`config.mk`:
```
export PLATFORM = sky130hd
export DESIGN_NAME = pcie_perst_gen
export DESIGN_NICKNAME = d
export VERILOG_FILES = /design/src/rtl/pcie_perst_gen.sv
export SDC_FILE = /design/constraint.sdc
export NUM_CORES = 1
export LEC_CHECK = 0
export CORE_UTILIZATION = 50
export DETAILED_ROUTE_END_ITERATION = 7
export GPL_ROUTABILITY_DRIVEN = 1
export MAX_ROUTING_LAYER = met4
export PLACE_DENSITY = 0.72
export SLEW_MARGIN = 20
export SYNTH_ARGS = -nofsm -noshare
export SYNTH_HDL_FRONTEND = slang
export SYNTH_SLANG_ARGS = --single-unit
```
`constraint.sdc`:
```
create_clock -name clock -period 2.8 [get_ports clock]
set_input_delay 0.56 -clock clock [delete_from_list [all_inputs] [get_ports clock]]
set_output_delay 0.56 -clock clock [all_outputs]
set_load 0.02 [all_outputs]
```
`src/rtl/pcie_perst_gen.sv`:
```
`timescale 1ns/1ps
// PCIe fundamental reset (PERST#) generator: cold power-up release, CPU warm resets,
// immediate assertion on power loss. All timing is counted in 1 ms ticks.
//
// state       | meaning
// ------------+---------------------------------------------------------------
// IDLE        | power not good, PERST# held low
// PWR_WAIT    | power good, counting PWR_DLY_MS before first release
// RUN         | PERST# released, link may train
// WARM_ASSERT | CPU warm reset, PERST# held low for ASSERT_MS
// WARM_HOLD   | minimum assert time done, waiting for the request to drop
module pcie_perst_gen #(
    parameter int PWR_DLY_MS = 100,
    parameter int ASSERT_MS  = 20,
    parameter int CNT_W      = 16
) (
    input  logic       clock,
    input  logic       reset,
    input  logic       int_1ms_en,
    input  logic       cpua_pwrok,
    input  logic       slot_pwrgd,
    input  logic       sw_rst_req,
    output logic       perst_n,
    output logic       pcie_rdy,
    output logic [7:0] warm_cnt
);

    typedef enum logic [2:0] {
        IDLE        = 3'd0,
        PWR_WAIT    = 3'd1,
        RUN         = 3'd2,
        WARM_ASSERT = 3'd3,
        WARM_HOLD   = 3'd4
    } state_t;

    localparam logic [CNT_W-1:0] LP_PWR_DLY = PWR_DLY_MS[CNT_W-1:0];
    localparam logic [CNT_W-1:0] LP_ASSERT  = ASSERT_MS[CNT_W-1:0];
    localparam logic [CNT_W-1:0] LP_ONE     = {{(CNT_W-1){1'b0}}, 1'b1};
    localparam logic [CNT_W-1:0] LP_MAX     = {CNT_W{1'b1}};

    state_t           r_state;
    state_t           w_next;
    logic [CNT_W-1:0] r_cnt;
    logic             r_pwrok_s1, r_pwrok_s2;
    logic             r_pwrgd_s1, r_pwrgd_s2;
    logic             r_req_s1, r_req_s2, r_req_s3;
    logic             r_perst_n;
    logic             r_pcie_rdy;
    logic [7:0]       r_warm_cnt;
    logic             w_pwr_ok;
    logic             w_req_rise;
    logic             w_warm_inc;
    logic             w_timed;

    always_ff @(posedge clock or negedge reset) begin
        if (!reset) begin
            r_pwrok_s1 <= 1'b0;
            r_pwrok_s2 <= 1'b0;
            r_pwrgd_s1 <= 1'b0;
            r_pwrgd_s2 <= 1'b0;
            r_req_s1   <= 1'b0;
            r_req_s2   <= 1'b0;
            r_req_s3   <= 1'b0;
        end else begin
            r_pwrok_s1 <= cpua_pwrok;
            r_pwrok_s2 <= r_pwrok_s1;
            r_pwrgd_s1 <= slot_pwrgd;
            r_pwrgd_s2 <= r_pwrgd_s1;
            r_req_s1   <= sw_rst_req;
            r_req_s2   <= r_req_s1;
            r_req_s3   <= r_req_s2;
        end
    end

    assign w_pwr_ok   = r_pwrok_s2 & r_pwrgd_s2;
    assign w_req_rise = r_req_s2 & ~r_req_s3;
    assign w_timed    = (r_state == PWR_WAIT) || (r_state == WARM_ASSERT);

    // Power loss is tested first in every state so it wins over any other event.
    always_comb begin
        w_next     = r_state;
        w_warm_inc = 1'b0;
        case (r_state)
            IDLE: begin
                if (w_pwr_ok) w_next = PWR_WAIT;
            end
            PWR_WAIT: begin
                if (!w_pwr_ok)                w_next = IDLE;
                else if (r_cnt == LP_PWR_DLY) w_next = RUN;
            end
            RUN: begin
                if (!w_pwr_ok) begin
                    w_next = IDLE;
                end else if (w_req_rise) begin
                    w_next     = WARM_ASSERT;
                    w_warm_inc = 1'b1;
                end
            end
            WARM_ASSERT: begin
                if (!w_pwr_ok)               w_next = IDLE;
                else if (r_cnt == LP_ASSERT) w_next = r_req_s2 ? WARM_HOLD : RUN;
            end
            WARM_HOLD: begin
                if (!w_pwr_ok)     w_next = IDLE;
                else if (!r_req_s2) w_next = RUN;
            end
            default: w_next = IDLE;
        endcase
    end

    always_ff @(posedge clock or negedge reset) begin
        if (!reset) begin
            r_state    <= IDLE;
            r_cnt      <= '0;
            r_perst_n  <= 1'b0;
            r_pcie_rdy <= 1'b0;
            r_warm_cnt <= 8'd0;
        end else begin
            r_state    <= w_next;
            r_perst_n  <= (w_next == RUN);
            r_pcie_rdy <= (w_next == RUN);
            // Counter restarts on every state entry and holds at full scale rather than wrapping.
            if (w_next != r_state)
                r_cnt <= '0;
            else if (int_1ms_en && w_timed && (r_cnt != LP_MAX))
                r_cnt <= r_cnt + LP_ONE;
            if (w_warm_inc && (r_warm_cnt != 8'hFF))
                r_warm_cnt <= r_warm_cnt + 8'd1;
        end
    end

    assign perst_n  = r_perst_n;
    assign pcie_rdy = r_pcie_rdy;
    assign warm_cnt = r_warm_cnt;

endmodule

```
=== Word-level counts from Yosys, hierarchy flattened ===
Cells that the tools add are included.

* Add/subtract/negate cells: 2
* Equal/unequal tests: 10
* Mux-type cells: 16
* Bitwise operators: 3
* Reduce and logical (&&, ||, !) cells: 6

{| class="wikitable"
|+ Operator list
! operator !! number
|-
| two-way mux 16 bit || 2
|-
| two-way mux 3 bit || 10
|-
| adder 16 x 1 -> 16 bit, second input constant || 1
|-
| equality test 16 x 5 -> 1 bit, second input constant || 1
|-
| equality test 16 x 7 -> 1 bit, second input constant || 1
|-
| != test 16 bit, second input constant || 1
|-
| one-hot mux 3 bit (5 select lines) || 1
|-
| equality test 3 x 2 -> 1 bit, second input constant || 3
|-
| adder 8 x 1 -> 8 bit, second input constant || 1
|-
| != test 8 bit, second input constant || 1
|-
| equality test 3 x 1 -> 1 bit, second input constant || 1
|-
| equality test 3 bit, second input constant || 1
|-
| logical AND 1 bit || 3
|-
| zero test 3 bit || 1
|-
| two-way mux 1 bit || 3
|-
| != test 3 bit || 1
|-
| bitwise AND 1 bit || 2
|-
| nonzero test 2 bit || 1
|-
| logical OR 1 bit || 1
|-
| inverter 1 bit || 1
|}

* Register bits after elaboration: 35
* Input port bits: 6
* Output and inout bits: 10
* Word-level logic and storage cells: 48

=== Logic depth before layout (Yosys ltp) ===
Gate-level depths: netlist of the first run.

* Depth in word-level cells: 7
* Gate-level depth with buffers: 8

=== Worst setup path before layout of the first run ===
No wires, ideal clock.

* Kind: register to register
* Start: register r_cnt[9]
* End: register r_cnt[10]
* Setup time: 0.142 ns
* Data arrival time: 1.836 ns
* Data required time: 2.658 ns
* Setup slack: 0.823 ns
* Stages on the path, launching flop included: 7
* Buffers on the path: 1
* Path through: dfrtp_1 -> or4_4 -> nor4_4 -> o22ai_1 -> o21ai_2 -> buf_6 -> a211oi_1

* Cells in the longest elaborated chain, start to end: 6
* Elaborated cells between the ends (all ways): 14
* Those cells by class: add/sub: 1; eq/ne: 4; mux: 7; reduce/logical: 2

{| class="wikitable"
|+ Ends and longest elaborated chain
! element !! RTL line !! text
|-
| start: declaration || 43 || <nowiki>logic [CNT_W-1:0] r_cnt;</nowiki>
|-
| start signal: assignment || 126 || <nowiki>r_cnt <= r_cnt + LP_ONE;</nowiki>
|-
| equality test 16 x 5 -> 1 bit or equality test 16 x 7 -> 1 bit (tied branches) || 101, 89 ||
|-
| two-way mux 3 bit (on tied branches) || 101, 89 ||
|-
| two-way mux 3 bit (on tied branches) || 100, 88 ||
|-
| one-hot mux 3 bit (5 select lines) || 83 || <nowiki>case (r_state)</nowiki>
|-
| != test 3 bit || 123 || <nowiki>if (w_next != r_state)</nowiki>
|-
| two-way mux 16 bit or nonzero test 2 bit (tied branches) || -- ||
|}

Parallel ways exist; a longest one is shown, timed or not. The select of a mux whose other input is x is not followed.
A chain may end at the register's enable or synchronous reset.

=== Final worst setup path of the first run ===
* Start: register r_cnt[9]
* End: register r_cnt[2]

Same word-level chain as after synthesis.

==> summary.txt, run 1 <==
Outcome
  • Status: completed

Power and ir drop
  • VDD IR max: 0.000310 V
  • Internal Power: 706 µW
  • Power Density: 435 mW/mm²
  • Switching share of total power: 23.7%
  • Total power: 926 µW
  • Clock share of power: 38.4%
  • Leak pwr: 0.000844 µW
  • Combinational power share: 5.1%
  • Register share of total power: 56.5%
  • Net Switching: 220 µW

Setup path
  • Cells along the critical path: or4_4, nor4_4, o22ai_1, o21ai_2, buf_4, a211oi_1
  • Critical path buffer and inverter count: 1
  • CP max FO: 9
  • Reg2Reg Depth: 6
  • Crit path from: r_cnt[9]$_DFFE_PN0P_
  • Worst reg2reg setup slack: 460 ps
  • Setup Crit Path Kind: reg2reg
  • Levels on crit path: 6
  • CP Capture Point: r_cnt[2]$_DFFE_PN0P_
  • Type of origin of the critical path: flop
  • CP top delay family: simple AND/OR/NAND/NOR gates
  • CP Data Required Time: 2950 ps
  • Peak per-stage delay on the critical path: 580 ps
  • Critical Path Sink Type: flop
  • WP data arrival: 2490 ps
  • Crit-path slowest cell: or4_4
  • FF-to-FF End: r_cnt[2]$_DFFE_PN0P_
  • Launching point of the worst reg2reg path: r_cnt[9]$_DFFE_PN0P_

Synthesis
  • Netlist cell types: 42
  • Mux share of post-synthesis cell area: 1.14%
  • Cells after Synth: 173
  • Seq cells post-synth: 35
  • Commonest cells post-synth: dfrtp_1 (35), a211oi_1 (19), xnor2_1 (18)
  • YS warnings: 0
  • Cell Area, Synth: 0.00187 mm²
  • Largest area contributor in the netlist: dfrtp_1
  • Compound-Gate Fraction of Synth Area: 14.0%
  • Post-synthesis sequential area ratio: 46.9%
  • Syn Nets: 182
  • Synth area leaders: dfrtp_1 (47%), xnor2_1 (8.4%), a211oi_1 (7.6%)
  • Synth top area share: 46.9%
  • Number of flops mapped to enable cells by yosys: 0
  • Post-synthesis xor/xnor area fraction: 9.85%
  • Asr flop ratio synth: 100%
  • Largest family of logic cells by synthesized area: simple AND/OR/NAND/NOR gates
  • Syn Area/Cell: 10.8 µm²
  • Most instantiated library cell after synthesis: dfrtp_1
  • Prevailing post-synth register cell: dfrtp_1
  • Synth Area in Simple Gates: 22.2%
  • Post-Synth Adder-Cell Area: 2.01%

Floorplanning
  • I/O pins: 16
  • Core ar.: 0.00347 mm²
  • Die H: 63.1 µm
  • Initial Utilization: 53.8%
  • Die width: 63.1 µm
  • Row count: 21
  • DIE AREA: 0.00398 mm²

STA
  • Unrepaired setup endpoints after global routing: no
  • Part of the cycle the worst path needs: 83.7%
  • Final slew viol count: 0
  • Fmax: 0.426 GHz
  • Sum Neg Setup Slack: 0 ps
  • Worst Skew: 9.82 ps
  • # setup viols final: 0
  • Max transition margin: 61.6%
  • Setup slack after layout: 455 ps
  • Worst-margin pin slew: 575 ps
  • Fin crit period: 2340 ps
  • Final Hold Fails: 0

Min path
  • Min-delay worst type: reg2reg
  • Min-delay src: r_pwrok_s1$_DFF_PN0_

Route
  • Post-DRT Antenna Nets: 0
  • Drt wl/cell: 16.0 µm
  • Via/cell ratio: 5.98
  • Initial DRC count: 103
  • DRC: 0
  • WL final: 3.79 mm
  • Pre-antenna DRT Iters: 4
  • Via count: 1418

Layout
  • Ant diodes: 0
  • NumNets Final: 199
  • Layout area overhead: 14.0%
  • Share of layout cells above drive strength 1: 11.5%

Job
  • Max-cap violations: 0

Placed design
  • GPL Wtd Cong: 0.883
  • Pre-CTS setup slack: 432 ps
  • I/O Buffers: 15
  • Dpl hpwl: 2.56 mm

GRT
  • Largest net degree at the start of global routing: 36
  • Number of antenna violations at the first check in global routing: 0
  • Total GRT Usage: 22.0%
  • Global-route wire length before repair: 6.51 mm
  • Via count of the first global-routing pass: 1422
  • GR Overflow Total: 0

CTS
  • TritonCTS clock tree: yes
  • CTS Hold Bufs: 0
  • Root Driver: clkbuf_8
  • Clk_lat worst skew: 290 ps
  • Maximum root-to-sink buffer count: 2
  • PostCTS Resize Cnt: 0
  • H-tree depth: 2
  • Setup bufs post-CTS: 0
  • Clk sinks: 35
  • Clk slew on worst S/H paths: 70 ps
  • TritonCTS Buffers: 5
==> layout by cell type (no fill, tap or decap), types with 3 or more instances in the layout <==
cell | netlist | layout
dfrtp_1 | 35 | 35
clkbuf_8 | 0 | 5
or3b_2 | 4 | 4
buf_4 | 3 | 3
inv_1 | 6 | 6
a211oi_1 | 19 | 19
a21oi_1 | 5 | 5
xnor2_1 | 18 | 18
clkdlybuf4s50_1 | 0 | 15
nand2_1 | 13 | 13
nor4_1 | 4 | 4
nor3_1 | 3 | 3
nor2_1 | 6 | 6
nand4_1 | 7 | 7
nand3_1 | 4 | 4
and3_1 | 6 | 6
ha_1 | 3 | 3
xor2_1 | 3 | 3
==> power by group through the flow <==
stage                     Combinational, µW  Clock [µW]  Sequential [µW]
final                                  47.2         356              523
after global routing                   53.2         383              524
after CTS                              48.9         362              523
after detailed placement               48.2           0              533
after global placement                 46.0           0              532
after floorplan                        26.4           0              530
==> metal layers <==
layer,GRT usage (%),vias to the layer above,wire length [µm]
met1,25.1,692,1680
met3,6.52,7,161
li1,-,679,-
met5,-,-,0
met4,9.01,0,65
met2,35.9,40,1890
==> kinds of logic (layout without fill, tap and decap cells) <==
group / count (synthesis) / after routing
DFF: 35 / 35
adders and majority gates: 3 / 3
muxes: 2 / 2
buffers and inverters: 14 / 32
and+or+nand+nor: 63 / 63
xor gates and xnor gates: 21 / 21
AOI/OAI and AO/OA: 35 / 35
==> flip-flops by register name (all words and copies together), names as in the netlist <==
signal      flops
r_req_s2        1
r_state         3
r_pwrgd_s2      1
r_req_s1        1
r_pwrok_s2      1
r_pwrok_s1      1
r_pwrgd_s1      1
warm_cnt        8
r_cnt          16
pcie_rdy        1
r_req_s3        1
==> worst min-delay path by stage <==
stage                                 endpoint  cells after the start  slack (ps)
after floorplan             pcie_rdy$_DFF_PN0_                      0         260
after global placement    r_pwrok_s2$_DFF_PN0_                      0         330
after detailed placement  r_pwrok_s2$_DFF_PN0_                      0         330
after CTS                 r_pwrok_s2$_DFF_PN0_                      0         350
after global routing        r_req_s2$_DFF_PN0_                      0         360
final                     r_pwrok_s2$_DFF_PN0_                      0         350
==> through the flow <==
step | cells | util (%) | area, µm² | hold slack [ps]
finish | 237 | 61.4 | 2130 | 348
global route | 237 | 61.4 | 2130 | 363
CTS | 237 | 61.4 | 2130 | 350
detailed placement | 229 | 59.0 | 2050 | 335
global placement | 229 | 59.0 | 2050 | 332
floorplan | 173 | - | 1870 | 264
==> area by class of cell <==
class	instances	area, µm²
sequential	35	876
fill	297	1340
multi-input combinational	124	918
clock buffer	7	76.3
timing repair buffer	18	173
tap	46	57.6
clock inverter	1	5.00
inverter	6	22.5
Note: power is estimated with default switching activity, not from simulation.
==> inputs of run 2 (changes only) <==
clock period = 2.3 ns   (was 2.8 ns; I/O delays follow)
==> summary.txt, run 2 (synthesis gave the netlist of run 1 again) <==
GRT
  • Number of antenna violations at the first check in global routing: 0
  • Total GRT Usage: 24.2%
  • Via count of the first global-routing pass: 1549
  • Largest net degree at the start of global routing: 36
  • GR Overflow Total: 0
  • Global-route wire length before repair: 7.28 mm

STA
  • Worst-margin pin slew: 574 ps
  • Worst Skew: 8.23 ps
  • Sum Neg Setup Slack: 0 ps
  • Fmax: 0.454 GHz
  • Unrepaired setup endpoints after global routing: no
  • Max transition margin: 61.7%
  • Fin crit period: 2200 ps
  • # setup viols final: 0
  • Final slew viol count: 0
  • Final Hold Fails: 0
  • Part of the cycle the worst path needs: 95.9%

Route
  • Initial DRC count: 99
  • DRC: 0
  • Via count: 1474
  • Pre-antenna DRT Iters: 4
  • Post-DRT Antenna Nets: 0
  • WL final: 4.06 mm
  • Via/cell ratio: 6.04
  • Drt wl/cell: 16.6 µm

Power and ir drop
  • Power Density: 608 mW/mm²
  • Leak pwr: 0.000909 µW
  • VDD IR max: 0.000435 V

CTS
  • TritonCTS clock tree: yes
  • Setup bufs post-CTS: 0
  • TritonCTS Buffers: 5
  • Maximum root-to-sink buffer count: 2
  • Root Driver: clkbuf_8
  • Clk sinks: 35
  • H-tree depth: 2
  • Clk slew on worst S/H paths: 70 ps
  • Clk_lat worst skew: 290 ps

Layout
  • Fin util: 65.0%
  • NumNets Final: 206
  • Commonest non-fill, non-tap cell in the layout: dfrtp_1
  • Most frequent cells in the layout: dfrtp_1 (35), a211oi_1 (19), xnor2_1 (18)
  • Max FFs per register: 16
  • Ant diodes: 0
  • Largest register by flop count: r_cnt
  • Filler instances: 293
  • Share of layout cells above drive strength 1: 15.7%
  • Layout area overhead: 20.8%

Setup path
  • CP Data Required Time: 2430 ps
  • WP data arrival: 2340 ps
  • CP max FO: 16
  • Type of origin of the critical path: flop
  • Setup Crit Path Kind: reg2reg
  • Critical Path Sink Type: flop

Outcome
  • Status: completed

Floorplanning
  • Die width: 63.1 µm
  • Core ar.: 0.00347 mm²
  • DIE AREA: 0.00398 mm²
  • Die H: 63.1 µm
  • Row count: 21
  • I/O pins: 16
  • Initial Utilization: 53.8%

Placed design
  • GPL Wtd Cong: 0.817
  • Dpl hpwl: 2.66 mm
  • I/O Buffers: 15

Min path
  • Min-delay worst type: reg2reg

Job
  • Max-cap violations: 0
## run 2: stage by stage
step / hold WS (ps) / power (µW) / setup WS (ps) / area [µm²] / cells
final: 350 / 1370 / 95.3 / 2260 / 244
after CTS: 351 / 1380 / 110 / 2260 / 244
after detailed placement: 335 / 718 / 16.3 / 2110 / 236
after global placement: 333 / 713 / 117 / 2110 / 236
after global routing: 359 / 1420 / 39.1 / 2260 / 244
after floorplan: 164 / 677 / 323 / 1870 / 173
## run 2: worst paths after layout
kind	depth (start not counted)	to	slack (ps)	start
worst max register to register	5	r_cnt[7]$_DFFE_PN0P_	100	r_cnt[9]$_DFFE_PN0P_
worst min register to register	0	r_pwrok_s2$_DFF_PN0_	350	r_pwrok_s1$_DFF_PN0_
worst min-delay path	0	r_pwrok_s2$_DFF_PN0_	350	r_pwrok_s1$_DFF_PN0_
max in group asynchronous	2	r_state[1]$_DFF_PN0_	1390	reset
min in group asynchronous	2	pcie_rdy$_DFF_PN0_	570	reset
worst max-delay path	5	r_cnt[7]$_DFFE_PN0P_	100	r_cnt[9]$_DFFE_PN0P_
## run 2: cell type report
class	instances	area (µm²)	area share [%]
multi-input cells	124	926	41.0
inverters	6	22.5	0.998
clock buffers	5	68.8	3.05
repair buffers	25	238	10.5
clock inverters	3	67.6	3.00
flip-flops and latches	35	876	38.8
well taps	46	57.6	2.55
## run 2: what timing repair did
item / CTS / global route
resized for setup: 1 / 0
endpoints found under the setup margin: 1 / 0
endpoints found under the hold margin: 0 / 0
hold buffers: 0 / 0
## run 2: critical path, stage by stage, from the launching register on
cell and delay [ps]:
dfrtp_1 410, or4_4 570, nor4_1 450, a31oi_1 240
o21ai_4 230, a211oi_1 160
## run 2: routing by layer
layer	global-route usage (%)	vias to the layer above	wire, µm
met4	10.2	0	71
met3	5.43	8	187
met5	-	-	0
li1	-	690	-
met1	30.0	722	1780
met2	37.9	54	2020
## run 2: power by group
part / total [µW] / switching [µW] / leakage [µW] / internal, µW
clock: 667 / 235 / 0.0000644 / 432
combinational: 68.5 / 39.0 / 0.000374 / 29.4
sequential: 637 / 10.9 / 0.000471 / 626
total: 1370 / 285 / 0.000909 / 1090
